### src/rtl/fixed_to_float_pkg.sv
`default_nettype none
// ============================================================================
// Module      : fixed_to_float_pkg
// Description : Shared constants for the fixed-point to IEEE-754 single
//               converter: exponent bias, float field positions and the
//               FSM state encodings.
// Revision    : 1.0 - initial release
// ============================================================================
package fixed_to_float_pkg;

    // IEEE-754 single-precision layout
    localparam int c_BIAS     = 127;
    localparam int c_SIGN_BIT = 31;
    localparam int c_EXP_MSB  = 30;
    localparam int c_EXP_LSB  = 23;
    localparam int c_MAN_MSB  = 22;
    localparam int c_MAN_LSB  = 0;
    localparam int c_EXP_W    = c_EXP_MSB - c_EXP_LSB + 1;
    localparam int c_MAN_W    = c_MAN_MSB - c_MAN_LSB + 1;

    // Converter FSM states
    typedef logic [0:0] state_t;
    localparam state_t c_ST_IDLE = 1'b0;
    localparam state_t c_ST_NORM = 1'b1;

endpackage : fixed_to_float_pkg
`default_nettype wire

### src/rtl/fixed_to_float_abs.sv
`default_nettype none
// ============================================================================
// Module      : Abs_32Bits
// Description : Combinational two's-complement magnitude of a 32-bit value.
//               The most negative input (0x80000000) yields 0x80000000,
//               which is its correct magnitude when read as unsigned.
// Ports       : i_value - signed 32-bit operand
//               o_mag   - unsigned 32-bit magnitude
// Revision    : 1.0 - initial release
// ============================================================================
module Abs_32Bits (
    input  logic [31:0] i_value,
    output logic [31:0] o_mag
);

    assign o_mag = i_value[31] ? (~i_value + 32'd1) : i_value;

endmodule : Abs_32Bits
`default_nettype wire

### src/rtl/fixed_to_float.sv
`default_nettype none
// ============================================================================
// Module      : fixed_to_float
// Description : Multi-cycle converter from signed fixed point (FRAC fraction
//               bits) to IEEE-754 single precision. The magnitude is
//               normalised one bit per cycle, then packed with truncation.
// Ports       : CLK       - clock, rising edge
//               RST       - synchronous active-high reset
//               START     - request a conversion (sampled only when idle)
//               FIXED     - signed fixed-point operand
//               FLOAT     - packed result, held until the next DONE
//               BUSY      - conversion in progress
//               DONE      - one-cycle pulse, FLOAT valid
//               SHIFT_CNT - normalisation shift count
// Revision    : 1.0 - initial release
// ============================================================================
module fixed_to_float
    import fixed_to_float_pkg::*;
#(
    parameter int P    = 32,
    parameter int FRAC = 26
) (
    input  logic         CLK,
    input  logic         RST,
    input  logic         START,
    input  logic [P-1:0] FIXED,
    output logic [P-1:0] FLOAT,
    output logic         BUSY,
    output logic         DONE,
    output logic [4:0]   SHIFT_CNT
);

    // Exponent when the MSB of the magnitude is already set (no shift).
    localparam logic [c_EXP_W-1:0] c_EXP_TOP = c_EXP_W'(c_BIAS + (P - 1 - FRAC));

    state_t               r_state, w_state_nxt;
    logic [P-1:0]         r_mag, w_mag_nxt;
    logic                 r_sign, w_sign_nxt;
    logic [P-1:0]         r_float, w_float_nxt;
    logic [4:0]           r_shift, w_shift_nxt;
    logic                 r_busy, w_busy_nxt;
    logic                 r_done, w_done_nxt;
    logic [P-1:0]         w_abs;
    logic [c_EXP_W-1:0]   w_exp;
    logic [P-1:0]         w_packed;

    Abs_32Bits u_abs (
        .i_value (FIXED),
        .o_mag   (w_abs)
    );

    // Leading one is implicit; the 23 bits below it become the mantissa,
    // lower bits are dropped (round toward zero).
    assign w_exp    = c_EXP_TOP - c_EXP_W'(r_shift);
    assign w_packed = {r_sign, w_exp, r_mag[P-2 -: c_MAN_W]};

    always_comb begin
        w_state_nxt = r_state;
        w_mag_nxt   = r_mag;
        w_sign_nxt  = r_sign;
        w_float_nxt = r_float;
        w_shift_nxt = r_shift;
        w_busy_nxt  = r_busy;
        w_done_nxt  = 1'b0;
        if (r_state == c_ST_IDLE) begin
            if (START) begin
                w_mag_nxt   = w_abs;
                w_sign_nxt  = FIXED[P-1];
                w_shift_nxt = 5'd0;
                w_busy_nxt  = 1'b1;
                w_state_nxt = c_ST_NORM;
            end
        end else begin
            if (r_mag == '0) begin
                // Zero has no leading one; emit +0 regardless of sign.
                w_float_nxt = '0;
                w_done_nxt  = 1'b1;
                w_busy_nxt  = 1'b0;
                w_state_nxt = c_ST_IDLE;
            end else if (r_mag[P-1]) begin
                w_float_nxt = w_packed;
                w_done_nxt  = 1'b1;
                w_busy_nxt  = 1'b0;
                w_state_nxt = c_ST_IDLE;
            end else begin
                w_mag_nxt   = r_mag << 1;
                w_shift_nxt = r_shift + 5'd1;
            end
        end
    end

    always_ff @(posedge CLK) begin
        if (RST) begin
            r_state <= c_ST_IDLE;
            r_mag   <= '0;
            r_sign  <= 1'b0;
            r_float <= '0;
            r_shift <= 5'd0;
            r_busy  <= 1'b0;
            r_done  <= 1'b0;
        end else begin
            r_state <= w_state_nxt;
            r_mag   <= w_mag_nxt;
            r_sign  <= w_sign_nxt;
            r_float <= w_float_nxt;
            r_shift <= w_shift_nxt;
            r_busy  <= w_busy_nxt;
            r_done  <= w_done_nxt;
        end
    end

    assign FLOAT     = r_float;
    assign BUSY      = r_busy;
    assign DONE      = r_done;
    assign SHIFT_CNT = r_shift;

endmodule : fixed_to_float
`default_nettype wire

### config.mk
export PLATFORM = sky130hd
export DESIGN_NAME = fixed_to_float
export DESIGN_NICKNAME = d
export VERILOG_FILES = /design/src/rtl/fixed_to_float_pkg.sv /design/src/rtl/fixed_to_float_abs.sv /design/src/rtl/fixed_to_float.sv
export SDC_FILE = /design/constraint.sdc
export NUM_CORES = 1
export LEC_CHECK = 0
export BUFFER_PORTS_ARGS = -buffer_cell sky130_fd_sc_hd__buf_2
export CELL_PAD_IN_SITES_DETAIL_PLACEMENT = 1
export CELL_PAD_IN_SITES_GLOBAL_PLACEMENT = 2
export CORE_MARGIN = 2
export CORE_UTILIZATION = 33
export DETAILED_ROUTE_END_ITERATION = 8
export PLACE_DENSITY_LB_ADDON = 0.3
export RECOVER_POWER = 100
export SLEW_MARGIN = 20
export SYNTH_ARGS = -nofsm -noshare
export SYNTH_HDL_FRONTEND = slang
export SYNTH_SLANG_ARGS = --single-unit
### constraint.sdc
create_clock -name CLK -period 3.1 [get_ports CLK]
set_clock_uncertainty 0.15 [all_clocks]
set_input_delay 0.31 -clock CLK [delete_from_list [all_inputs] [get_ports CLK]]
set_output_delay 0.31 -clock CLK [all_outputs]
set_load 0.005 [all_outputs]
==> impl_metrics.csv <==
group,metric,value,unit
cts,tritoncts,"yes",
hold_path,whs_endpoint,"r_mag[0]$_SDFFE_PP0P_",
floorplan,ios,74,
sta,fmax,0.375,GHz
finish,fin_nets,533,
detailed_routing,via_count,3658,
logic_synthesis,synth_edf_count,0,
floorplan,rows,39,
cts,hold_buffers,0,
floorplan,die_w,111,um
sta,setup-tns-final,0,ns
detailed_routing,firstDrtPassIters,4,
sta,max_slew.worst_pin.slew,0.774,ns
finish,area_delta_synth_final,20.0,%
logic_synthesis,yosys.area.top_type,"dfxtp_1",
sta,min_period,2.67,ns
setup_path,startpoint,"r_state$_SDFF_PP0_",
cts,clk_latency,0.33,ns
finish,nFillCells,1383,
power_and_ir_drop,p_leak,0.00174,uW
sta,setup-violations-final,0,
setup_path,path_class,"flop to flop",
finish,layout-drive-gt1-share,20.2,%
finish,postLayoutCoreUtil,40.3,%
sta,rsz0062_at_grt,"no",
cts,clock_sinks,73,
outcome,status,"completed",
logic_synthesis,yosys_warnings,0,
cts,clock_path_buffers,2,
floorplan,start_util,33.6,%
placement,dp_slack,0.179,ns
detailed_routing,initialDrtViolationCount,162,
floorplan,die_h,111,um
setup_path,startpoint_type,"flop",
placement,io_buffers,73,
setup_path,worstPathArrival,2.74,ns
cts,cts_resized,0,
hold_path,min_path_type,"input port to flop",
sta,finalHoldViolCount,0,
global_routing,grt_pass1_vias,3631,
logic_synthesis,syn_inst,437,
detailed_routing,drc_errors,0,
global_routing,grt_pass1_wl,19.8,mm
hold_path,min-delay-start,"FIXED[0]",
global_routing,grt_max_degree,40,
cts,htreeDepth,3,
sta,period_share,86.1,%
global_routing,gr-total-overflow,0,
logic_synthesis,synth_area,3800,um^2
setup_path,cp_cell_sequence,"inv_1 > nand2_1 > clkbuf_2 > o21ai_0 > a31oi_1 > a21oi_2",
setup_path,crit_buf_inv,2,
power_and_ir_drop,power_density,543,nW/um^2
cts,numCtsBuffers,9,
finish,diodes,0,
logic_synthesis,syn_nets,475,
hold_path,worstHoldPathCells,3,
power_and_ir_drop,max-vdd-ir-drop,0.000323,V
logic_synthesis,synthTopCellsByArea,"dfxtp_1 (38%), a22o_1 (7.1%), o21ai_0 (4.2%)",
floorplan,core,11300,um^2
global_routing,grt_antenna_before_repair,0,
sta,slew_headroom,48.4,%
cts,ctsRootBufferMaster,"clkbuf_16",
sta,setup_ws,0.432,ns
detailed_routing,wl_per_cell,18.5,um
setup_path,endpoint_kind,"flop",
detailed_routing,via_per_inst,5.69,
logic_synthesis,synth_top_area_share,38.4,%
setup_path,reg2reg_slack,0.43,ns
setup_path,slowest_delay,0.63,ns
detailed_routing,drt-total-wl,11.9,mm
placement,finalWeightedCongestion,0.774,
logic_synthesis,synth.avg_cell_area,8.71,um^2
setup_path,cpMaxStageDelayCell,"dfxtp_1",
setup_path,r2r-end,"r_mag[16]$_SDFFE_PP0P_",
placement,hpwl,8.70,mm
cts,cts_setup_buffers,0,
power_and_ir_drop,fin_total_pwr,2480,uW
sta,drv_slew,0,
setup_path,required,3.17,ns
global_routing,grt.total_usage,19.6,%
job,maxCapViolations,0,
logic_synthesis,seq_area_frac_synth,38.4,%
setup_path,r2r_cells,6,
detailed_routing,ant_nets,0,
setup_path,r2r_start,"r_state$_SDFF_PP0_",
placement,placed_cells,627,
cts,path_clk_slew,0.06,ns
finish,final_cells,643,
logic_synthesis,ys_ff_latch,73,
logic_synthesis,ys_types,60,
logic_synthesis,synthArstFlopShare,0,%
setup_path,cp_top_family,"buffers and inverters",
logic_synthesis,synth_ff_type,"dfxtp_1",
setup_path,crit_fanout,39,
floorplan,die-area,12400,um^2
[kinds of logic (layout without fill, tap and decap cells)]
group | count (synthesis) | count (layout) | synth area share, %
adders and majority gates | 3 | 3 | 0.987
and+or+nand+nor | 136 | 136 | 19.9
muxes | 10 | 10 | 2.66
xor gates and xnor gates | 17 | 17 | 3.91
DFF | 73 | 73 | 38.4
AOI/OAI and AO/OA | 146 | 146 | 28.5
buffers and inverters | 52 | 115 | 5.59
[placed cells by master (no fill, tap or decap), types with 3 or more instances in the layout]
master	Yosys	final
dfxtp_1	73	73
buf_2	1	59
o21ai_0	32	32
a22o_1	31	31
nor3_1	28	27
nand2_1	17	17
clkbuf_1	35	17
nand3_1	16	16
a21oi_1	17	16
a211oi_1	14	14
nor2_1	14	14
buf_4	0	12
inv_1	10	11
nor4_1	11	11
xnor2_1	11	11
or3_1	10	10
o41ai_1	10	10
nor2b_1	10	9
mux2i_1	9	9
clkbuf_16	0	9
xor2_1	6	6
o31ai_1	6	6
or4_1	5	5
nand2b_1	4	4
a32oi_1	4	4
o22ai_1	4	4
a311oi_1	4	4
nand4_1	3	3
a31oi_1	3	3
and3_1	3	3
ha_1	3	3
[area by class of cell]
type | count | area (um^2) | share of cell area, %
Clock buffer | 13 | 250 | 5.48
Sequential cell | 73 | 1460 | 32.0
Tap cell | 143 | 179 | 3.92
Inverter | 12 | 45.0 | 0.987
Clock inverter | 3 | 40.0 | 0.877
Multi-Input combinational cell | 312 | 2140 | 46.9
Timing Repair Buffer | 87 | 448 | 9.81
[sequential cells by signal (all words and copies together) (netlist names)]
signal     count
FLOAT         32
r_mag         32
SHIFT_CNT      5
BUSY           1
DONE           1
r_sign         1
r_state        1
[cell usage after synthesis, types with 3 or more instances]
library cell  count
mux2i_1           9
nor3_1           28
inv_1            10
a31oi_1           3
a22o_1           31
nor4_1           11
o21ai_0          32
xor2_1            6
and3_1            3
o31ai_1           6
or4_1             5
a211oi_1         14
o22ai_1           4
nor2b_1          10
nor2_1           14
a21oi_1          17
nand2b_1          4
dfxtp_1          73
nand3_1          16
a311oi_1          4
nand2_1          17
ha_1              3
or3_1            10
o41ai_1          10
clkbuf_1         35
nand4_1           3
a32oi_1           4
xnor2_1          11
[per-layer routing]
layer  part of all wire, %  vias up  wire length (um)  GRT usage [%]
li1                      -     1790                 -              -
met1                    51     1766              6100           28.6
met2                    43       91              5140           29.6
met3                   4.7       11               556           3.21
met4                   1.1        0               127           6.58
met5                     0        -                 0              0
[how the worst max path moves through the flow]
stage | to | slack (ns) | cells past startpoint
5_1_grt | r_mag[19]$_SDFFE_PP0P_ | 0.22 | 5
2_1_floorplan | r_mag[16]$_SDFFE_PP0P_ | 0.55 | 7
3_5_place_dp | r_mag[16]$_SDFFE_PP0P_ | 0.18 | 8
6_report | r_mag[16]$_SDFFE_PP0P_ | 0.43 | 6
4_1_cts | r_mag[16]$_SDFFE_PP0P_ | 0.53 | 8
3_3_place_gp | r_mag[16]$_SDFFE_PP0P_ | 0.23 | 8
[worst register-to-register path: cells and delay by family (launching register included)]
family	cells	cell delay, ns
buf+inv	2	1.06
compound gates	3	0.56
flops	1	0.63
simple gates	1	0.15
[where the power goes]
| group | internal (uW) | switching (uW) | leakage [uW] |
|---|---|---|---|
| Clock | 643 | 379 | 0.000144 |
| Sequential | 994 | 68.5 | 0.000596 |
| Combinational | 152 | 240 | 0.000998 |
[metrics by stage]
step           hold slack (ns)  instance area [um^2]
3_5_place_dp             0.305                  4300
5_1_grt                  0.162                  4570
2_1_floorplan            0.286                  3800
4_1_cts                  0.100                  4590
3_3_place_gp             0.302                  4300
6_report                 0.113                  4570
Power figures use the tool's default switching activity.
